`src/rtl/cache_arb_pkg.sv`:
```
// Shared types and constants for the cache port arbiter: FSM states, grant
// encoding and default bus widths.
package cache_arb_pkg;

    typedef enum logic [1:0] {
        IDLE   = 2'd0,
        BUSY_I = 2'd1,
        BUSY_D = 2'd2
    } arb_state_t;

    // Encoding of the round-robin "last granted" bit.
    localparam logic GNT_I = 1'b0;
    localparam logic GNT_D = 1'b1;

    localparam int DEF_ADDR_W = 10;
    localparam int DEF_DATA_W = 32;

endpackage

```
`src/rtl/rr_arbiter2.sv`:
```
// Two-way round-robin pick between the fetch and data requesters; the
// requester that was not granted last wins a tie.
module rr_arbiter2
    import cache_arb_pkg::*;
(
    input  logic en,
    input  logic req_i,
    input  logic req_d,
    input  logic last,
    output logic grant_i,
    output logic grant_d
);

    logic contend;

    assign contend = req_i && req_d;

    // Under contention, the side opposite to `last` wins; otherwise any lone
    // requester is granted.
    assign grant_i = en && req_i && (!contend || (last == GNT_D));
    assign grant_d = en && req_d && (!contend || (last == GNT_I));

endmodule

```
`src/rtl/cache_port_arbiter.sv`:
```
// Shares the single cache_controller port between instruction fetch and data
// memory: one registered transaction at a time, held through c_stall.
module cache_port_arbiter
    import cache_arb_pkg::*;
#(
    parameter int ADDR_W    = DEF_ADDR_W,
    parameter int DATA_W    = DEF_DATA_W,
    parameter int STALL_MAX = 64
) (
    input  logic              CLK,
    input  logic              RST,

    input  logic              i_valid,
    input  logic [ADDR_W-1:0] i_addr,
    output logic              i_ready,
    output logic              i_rsp_valid,
    output logic [DATA_W-1:0] i_rsp_data,

    input  logic              d_valid,
    input  logic              d_write,
    input  logic [ADDR_W-1:0] d_addr,
    input  logic [DATA_W-1:0] d_wdata,
    output logic              d_ready,
    output logic              d_rsp_valid,
    output logic [DATA_W-1:0] d_rsp_data,

    output logic              c_read,
    output logic              c_write,
    output logic [ADDR_W-1:0] c_adr,
    output logic [DATA_W-1:0] c_wdata,
    input  logic              c_stall,
    input  logic [DATA_W-1:0] c_rdata,

    output logic              busy,
    output logic              err
);

    localparam int CNT_W = $clog2(STALL_MAX + 1);
    localparam logic [CNT_W-1:0] CNT_MAX  = CNT_W'(STALL_MAX);
    localparam logic [CNT_W-1:0] CNT_LAST = CNT_W'(STALL_MAX - 1);

    arb_state_t       state;
    logic             last;
    logic [CNT_W-1:0] stall_cnt;
    logic             grant_i;
    logic             grant_d;

    rr_arbiter2 u_rr (
        .en      (state == IDLE),
        .req_i   (i_valid),
        .req_d   (d_valid),
        .last    (last),
        .grant_i (grant_i),
        .grant_d (grant_d)
    );

    assign i_ready = grant_i;
    assign d_ready = grant_d;
    assign busy    = (state != IDLE);

    // NOTE: every register below is updated with <= so all of them sample the
    // pre-edge values of state/stall_cnt; blocking assignments would let later
    // statements see half-updated state and change behaviour with statement order.
    always_ff @(posedge CLK) begin
        if (RST) begin
            state       <= IDLE;
            last        <= GNT_I;
            stall_cnt   <= '0;
            err         <= 1'b0;
            c_read      <= 1'b0;
            c_write     <= 1'b0;
            c_adr       <= '0;
            c_wdata     <= '0;
            i_rsp_valid <= 1'b0;
            i_rsp_data  <= '0;
            d_rsp_valid <= 1'b0;
            d_rsp_data  <= '0;
        end else begin
            i_rsp_valid <= 1'b0;
            d_rsp_valid <= 1'b0;

            case (state)
                IDLE: begin
                    stall_cnt <= '0;
                    if (grant_i) begin
                        state   <= BUSY_I;
                        last    <= GNT_I;
                        c_adr   <= i_addr;
                        c_wdata <= '0;
                        c_read  <= 1'b1;
                        c_write <= 1'b0;
                    end else if (grant_d) begin
                        state   <= BUSY_D;
                        last    <= GNT_D;
                        c_adr   <= d_addr;
                        c_wdata <= d_wdata;
                        c_read  <= !d_write;
                        c_write <= d_write;
                    end
                end

                BUSY_I, BUSY_D: begin
                    if (c_stall) begin
                        // Saturating count; err latches at the edge the count
                        // reaches STALL_MAX, and the access keeps waiting.
                        if (stall_cnt != CNT_MAX)
                            stall_cnt <= stall_cnt + 1'b1;
                        if (stall_cnt >= CNT_LAST)
                            err <= 1'b1;
                    end else begin
                        stall_cnt <= '0;
                        state     <= IDLE;
                        c_read    <= 1'b0;
                        c_write   <= 1'b0;
                        if (state == BUSY_I) begin
                            i_rsp_valid <= 1'b1;
                            i_rsp_data  <= c_rdata;
                        end else begin
                            d_rsp_valid <= 1'b1;
                            d_rsp_data  <= c_write ? '0 : c_rdata;
                        end
                    end
                end

                default: state <= IDLE;
            endcase
        end
    end

endmodule

```
`config.mk`:
```
export PLATFORM = sky130hd
export DESIGN_NAME = cache_port_arbiter
export DESIGN_NICKNAME = d
export VERILOG_FILES = /design/src/rtl/cache_arb_pkg.sv /design/src/rtl/rr_arbiter2.sv /design/src/rtl/cache_port_arbiter.sv
export SDC_FILE = /design/constraint.sdc
export NUM_CORES = 1
export LEC_CHECK = 0
export CAP_MARGIN = 5
export CORE_MARGIN = 2
export CORE_UTILIZATION = 45
export DETAILED_ROUTE_END_ITERATION = 16
export PLACE_DENSITY = 0.86
export RECOVER_POWER = 50
export SYNTH_ARGS = -nofsm -noshare
export SYNTH_HDL_FRONTEND = slang
export SYNTH_SLANG_ARGS = --single-unit
```
`constraint.sdc`:
```
create_clock -name CLK -period 3.6 [get_ports CLK]
set_clock_uncertainty 0.15 [all_clocks]
set_input_delay 0.72 -clock CLK [delete_from_list [all_inputs] [get_ports CLK]]
set_output_delay 0.72 -clock CLK [all_outputs]
set_load 0.005 [all_outputs]
```
# Word-level counts from Yosys, hierarchy flattened
# Index checks and enable logic that the tools add are counted.
# op_classes
order_cmp	1
n_addsub	1
eq_ne	6
mux	23
bitwise_logic	4
n_reduce_logical	22
# ops
cell	count
$mux 32	3
$mux 10	2
$mux 7	2
$pmux 7 s2	1
$reduce_and 3->1	4
$mux 1	9
$add 7x1->7 const B	1
$ge 7x6->1 const B	1
$ne 7x7->1 const B	1
$mux 2	3
$ne 3x3->1 const B	2
$reduce_and 2->1	3
$reduce_bool 2->1	3
$logic_and 1x1->1	5
$not 1->1	4
$pmux 1 s2	2
$pmux 2 s2	1
$reduce_or 3->1	1
$eq 2x1->1 const B	1
$eq 2x2->1 const B	1
$logic_not 1->1	2
$logic_not 2->1	1
$logic_or 1x1->1	2
$ne 2x2->1 const B	1
$reduce_or 2->1	1
# word_totals
register_bits	121
output_inout_bits	114
inputBits	90

# Logic depth before layout (Yosys ltp)
# Gate-level depths: netlist of run 1.
# depth
ltp_word	7
mapped_depth	8

# Modules after synthesis
# A second synthesis of run 1 with hierarchy kept.
# unflattened
cells_unflattened	503
hier_area_um2	4588.2
# modules_own_cells
mod	area_per_inst_um2	cells_each	instances
cache_port_arbiter	4566.9	498	1
rr_arbiter2	21.3	5	1

# Worst setup path before layout of run 1
# No wires, ideal clock.
# synth_timing
path_kind	input -> output
startpoint	input d_valid
endpoint	output d_ready
setup_slack_ns	1.355
cell_stages	4
arrival_ns	1.375
path_buffers	2
cell_sequence	and2_1 > clkbuf_1 > buf_2 > and2_1
# synth_between
elab_chain_len	4
word_cells_on_any_way	5
cone_classes	reduce/logical: 5
# synth_rtl
item	line	rtl
start: declaration	cache_port_arbiter.sv:19	input logic d_valid,
$logic_and 1x1->1	rr_arbiter2.sv:16	assign contend = req_i && req_d;
$logic_not 1->1	rr_arbiter2.sv:21	assign grant_d = en && req_d && (!contend || (last == GNT_I));
$logic_or 1x1->1	rr_arbiter2.sv:21	
$logic_and 1x1->1 (*)	rr_arbiter2.sv:21	
end: declaration	cache_port_arbiter.sv:23	output logic d_ready,
# Every way passes the cells marked *; elsewhere a longest branch is shown, timed or not.

# Worst setup path after layout of run 1
# Ends and elaborated chain as after synthesis.

==> results of run 1 <==
[state kept, by name, indices dropped and copies added (netlist names)]
register and count:
c_wdata 32, d_rsp_data 32, i_rsp_data 32, c_adr 10, stall_cnt 7, state 2, c_read 1, c_write 1
d_rsp_valid 1, err 1, i_rsp_valid 1, last 1
[worst max-delay path by stage]
stage | from | to | slack, ns | cells after the start
after floorplan | d_valid | d_ready | 1.35 | 4
after global placement | d_valid | d_ready | 0.63 | 4
after detailed placement | d_valid | d_ready | 0.61 | 4
after CTS | state[0] | d_ready | 0.58 | 5
after global routing | state[1] | d_ready | 0.49 | 5
final | d_valid | d_ready | 0.61 | 4
[power by group]
part,switching [uW],internal (uW)
Sequential,48.8,1430
Clock,570,998
Combinational,275,329
Total,894,2750
[per-layer routing]
| metal | track usage (%) | vias to the layer above | wire length [um] |
|---|---|---|---|
| met2 | 44.5 | 235 | 6770 |
| met1 | 28.7 | 2118 | 5490 |
| met4 | 11.7 | 0 | 335 |
| met3 | 11.4 | 32 | 1460 |
| li1 | - | 2122 | - |
| met5 | 0 | - | 0 |
[critical path, cell delays in order]
cell             delay, ns
clkdlybuf4s50_1       0.54
and2_0                0.17
and2_1                0.13
clkdlybuf4s50_1       0.56
[final cells by class]
cell class / instances / area [sq um]
Clock buffer: 24 / 490
Clock inverter: 8 / 67.6
Fill cell: 694 / 2590
Multi-Input combinational cell: 308 / 1870
Timing Repair Buffer: 213 / 2090
Antenna cell: 1 / 2.50
Sequential cell: 121 / 2420
Tap cell: 133 / 166
Inverter: 8 / 30.0
[layout by cell type, fill, tap and decap left out, types with 5 or more instances in the layout]
| master | n |
|---|---|
| nand3_1 | 5 |
| a22o_1 | 35 |
| o21ai_0 | 12 |
| a311oi_1 | 12 |
| dfxtp_1 | 121 |
| clkbuf_16 | 16 |
| inv_1 | 8 |
| or3b_1 | 9 |
| nand2_1 | 70 |
| nor2_1 | 49 |
| clkbuf_1 | 5 |
| a32oi_1 | 32 |
| clkbuf_8 | 6 |
| buf_4 | 7 |
| clkdlybuf4s50_1 | 201 |
| a21oi_1 | 36 |
| clkinv_2 | 6 |
[cells by family (layout without fill, tap and decap cells)]
family / after synthesis / after routing
AND/OR/NAND/NOR: 156 / 156
adder cells (fa/ha/maj): 4 / 4
buffers and inverters: 52 / 253
other: 0 / 1
AO/OA/AOI/OAI: 148 / 148
flip-flops: 121 / 121
[metrics by stage]
| step | utilization [%] | cell area (sq um) | power [uW] | std cells |
|---|---|---|---|---|
| after CTS | 73.5 | 7150 | 3680 | 815 |
| after global routing | 73.4 | 7140 | 3800 | 816 |
| final | 73.4 | 7140 | 3650 | 816 |
| after floorplan | - | 4500 | 1760 | 481 |
| after global placement | 67.8 | 6590 | 2080 | 783 |
| after detailed placement | 67.8 | 6590 | 2100 | 783 |
==> flow_summary.ini, run 1 <==
[timing]
rsz0062_at_grt = false
period_minus_slack_ns = 2.99
max_freq_mhz = 335
setup_viol = 0
finalHoldViolations = 0
hold_ws_ns = 0.303
post-route-period-util_pct = 83.0
tightest_slew_ns = 1.50
relSlewSlack_pct = 0.300
setup_slack_ns = 0.614
drv_slew = 0
tns_ns = 0

[worst_setup_path]
worstSetupPathType = input pin to primary output
crit_arrival_ns = 2.12
cp-end-kind = primary output
r2r_slack_ns = 0.81
start_kind = input pin
worst-r2r-cell-count = 6
timing.rr.start = state[0]
worstPathRequired_ns = 2.73
rr_endpoint = d_rsp_data[29]
crit_fanout = 5

[global_routing]
grt_pass1_wl_um = 22600
grt_usage_pct = 26.3
antenna_found_initial = 1
grt-ovfl-total = 0
grt_max_degree = 52
grt_pass1_vias = 4522

[synthesis]
synth_nets = 575
postSynthCellCount = 481
synth.area.mux_share_pct = 0
syn_area_per_cell_sq_um = 9.35
synth.area.top_cells = dfxtp_1 54%, a22o_1 6.8%, a32oi_1 6.2%, nand2_1 5.8%, a21oi_1 4.1%
synth-compound-area-share_pct = 24.1
synth_edf_count = 0
ys.flop_type = dfxtp_1
ys_seq_elements = 121
async_flop_share_pct = 0
synth_area_leader_cell = dfxtp_1
yosys.area_share.adder_pct = 1.11
yosys-top-cells-count = 121 x dfxtp_1, 69 x nand2_1, 49 x nor2_1
yosysMostFrequentCell = dfxtp_1
synthSimpleGateAreaFrac_pct = 16.0
synth.distinct_cells = 42
seq_area_frac_synth_pct = 53.9
synth_top_family_by_area = compound AO/OA/AOI/OAI gates
synth_top_area_share_pct = 53.9
yosys_warnings = 0
netlist_area_sq_um = 4500
synth_xor_area_share_pct = 0

[clock_tree]
cts_sinks = 121
cts_hold_buf = 0
root_buffer = clkbuf_8
cts_tree = built
clk_pin_slew_ns = 0.06
post_cts_buffers = 0
cts_resized = 0
insertion_delay_ns = 0.52
cts_buffer_depth = 2
cts_made_buffers = 17
cts-htree-levels = 4

[place]
hpwl_um = 9650
portBuffers = 203
gp_congestion = 0.797
pre_cts_ws_ns = 0.609

[min_path]
hp-class = flop to flop
min_path_cells = 2
hold_end = i_rsp_data[13]
hp-start = i_rsp_data[13]

[die]
die-area_sq_um = 10800
die_y_um = 104
fp.dieW_um = 104
initial_core_util_pct = 46.2
ios = 204
rows = 36
coreArea_sq_um = 9730

[layout]
drive_above_1_share_pct = 7.04
finalNetCount = 763
syn2layout_area_growth_pct = 58.8

[pwr]
leakage_uw = 0.00257
worst_ir_drop_vdd_uv = 336
powerDensity_nw_per_um2 = 511

[job]
max_cap_viol_count = 1

[routing]
wl_per_cell_um = 17.2
dr.first_iter.drc_count = 244
wirelength_um = 14100
vias = 4507
via_per_inst = 5.52
ant_nets = 0
first_pass_iters = 4
drcViolationCount = 0

[status]
failed_checks = capacitance limit
status = complete, but fails checks
Power figures use the tool's default switching activity.
==> inputs of run 2 (changes only) <==
--- a/config.mk
+++ b/config.mk
@@ -7,9 +7,9 @@
 export LEC_CHECK = 0
 export CAP_MARGIN = 5
 export CORE_MARGIN = 2
-export CORE_UTILIZATION = 45
+export CORE_UTILIZATION = 41
 export DETAILED_ROUTE_END_ITERATION = 16
-export PLACE_DENSITY = 0.86
+export PLACE_DENSITY = 0.79
 export RECOVER_POWER = 50
 export SYNTH_ARGS = -nofsm -noshare
 export SYNTH_HDL_FRONTEND = slang
==> constraint.sdc (replaced) <==
create_clock -name CLK -period 3 [get_ports CLK]
set_clock_uncertainty 0.15 [all_clocks]
set_input_delay 0.6 -clock CLK [delete_from_list [all_inputs] [get_ports CLK]]
set_output_delay 0.6 -clock CLK [all_outputs]
set_load 0.005 [all_outputs]
==> flow_summary.ini, run 2 (synthesized netlist as in run 1, its figures left out) <==
[place]
portBuffers = 203
gp_congestion = 0.822
dpl-instance-area_sq_um = 6630
dp_cells = 794
hpwl_um = 9250

[routing]
vias = 4469
wirelength_um = 13400
drcViolationCount = 0
dr.first_iter.drc_count = 235
first_pass_iters = 4
ant_nets = 0
wl_per_cell_um = 16.2
via_per_inst = 5.42

[timing]
relSlewSlack_pct = -0.640
rsz0062_at_grt = false
finalHoldViolations = 0
post-route-period-util_pct = 94.0
tightest_slew_ns = 1.51
tns_ns = 0
drv_slew = 34
max_freq_mhz = 355
period_minus_slack_ns = 2.82
setup_viol = 0

[status]
status = complete, but fails checks
failed_checks = capacitance limit, slew limit

[die]
initial_core_util_pct = 41.7
rows = 38
ios = 204
die_y_um = 109
fp.dieW_um = 109
coreArea_sq_um = 10800
die-area_sq_um = 11800

[layout]
num_antenna_cells = 0
layout_common_cells = 201 x clkdlybuf4s50_1, 121 x dfxtp_1, 69 x nand2_1
syn2layout_area_growth_pct = 59.7
top_regs = c_wdata x32, d_rsp_data x32, i_rsp_data x32
multiInputGateArea_sq_um = 1860
finalNetCount = 767
final_cell_area_sq_um = 7180
fillers = 835
seq_area_sq_um = 2420
final_cells = 825
drive_above_1_share_pct = 7.30
final_common_cell = clkdlybuf4s50_1

[clock_tree]
cts_buffer_depth = 2
cts_sinks = 121
cts_made_buffers = 17
cts_resized = 0
clk_pin_slew_ns = 0.05
root_buffer = clkbuf_8
cts_hold_buf = 0
cts-htree-levels = 4
insertion_delay_ns = 0.51
post_cts_buffers = 0
cts_tree = built

[worst_setup_path]
crit_top_cell = and2_1
worstPathRequired_ns = 2.25
crit_chain = inv_1 -> ha_1 -> and2_1 -> and2_1 -> clkdlybuf4s50_1
start_kind = flop
cp-end-kind = primary output
critPathSlowestCell = clkdlybuf4s50_1
worstSetupPathType = flop to primary output
crit_path_max_incr_delay_ns = 0.54
crit_fanout = 8
crit_arrival_ns = 2.07

[min_path]
hp-class = flop to flop

[global_routing]
grt_pass1_vias = 4357
grt_usage_pct = 22.2
grt_pass1_wl_um = 20500
grt-ovfl-total = 0
grt_max_degree = 35
antenna_found_initial = 0

[job]
max_cap_viol_count = 1

[pwr]
powerDensity_nw_per_um2 = 619
worst_ir_drop_vdd_uv = 428
leakage_uw = 0.00259
==> run 2: power by group <==
part           switching [uW]  total (uW)  leakage (uW)  internal (uW)
clock                     671        1950      0.000283           1280
sequential               58.8        1770      0.000985           1710
combinational             320         718       0.00132            398
total                    1050        4440       0.00259           3390
==> run 2: critical path, delay by kind of cell (launching register included) <==
kind / cells / cell delay, ns
buf+inv: 2 / 0.62
fa+ha+maj: 1 / 0.33
simple gates: 2 / 0.31
flops: 1 / 0.30
==> run 2: through the flow <==
stage               power [uW]  utilization (%)  setup WS (ns)  hold slack [ns]
finish                    4440             66.5          0.180            0.304
global route              4620             66.5         0.0378            0.331
CTS                       4490             66.8          0.111            0.306
detailed placement        2520             61.5          0.248            0.298
global placement          2500             61.5          0.260            0.291
floorplan                 2110                -          0.940            0.303
==> run 2: cell type report <==
class	count	area share (%)
multi-input combinational	308	25.9
inverter	8	0.418
sequential	121	33.7
timing repair buffer	217	29.4
clock buffer	24	6.83
clock inverter	7	1.25
tap	140	2.44
==> run 2: path summary, 6_finish.rpt <==
kind / start / endpoint / slack, ns / cells after the start
max: state[0] / d_ready / 0.18 / 5
min: i_rsp_data[27] / i_rsp_data[27] / 0.30 / 2
max reg2reg: state[1] / i_rsp_data[3] / 0.58 / 6
min reg2reg: i_rsp_data[27] / i_rsp_data[27] / 0.30 / 2
==> run 2: layer usage <==
metal  global-route usage, %  vias up  share of wire [%]
li1                        -     2127                  -
met1                    25.1     2125                 42
met3                    9.26       23                9.6
met5                       0        -                  0
met4                    10.4        0                1.9
met2                    36.3      194                 46
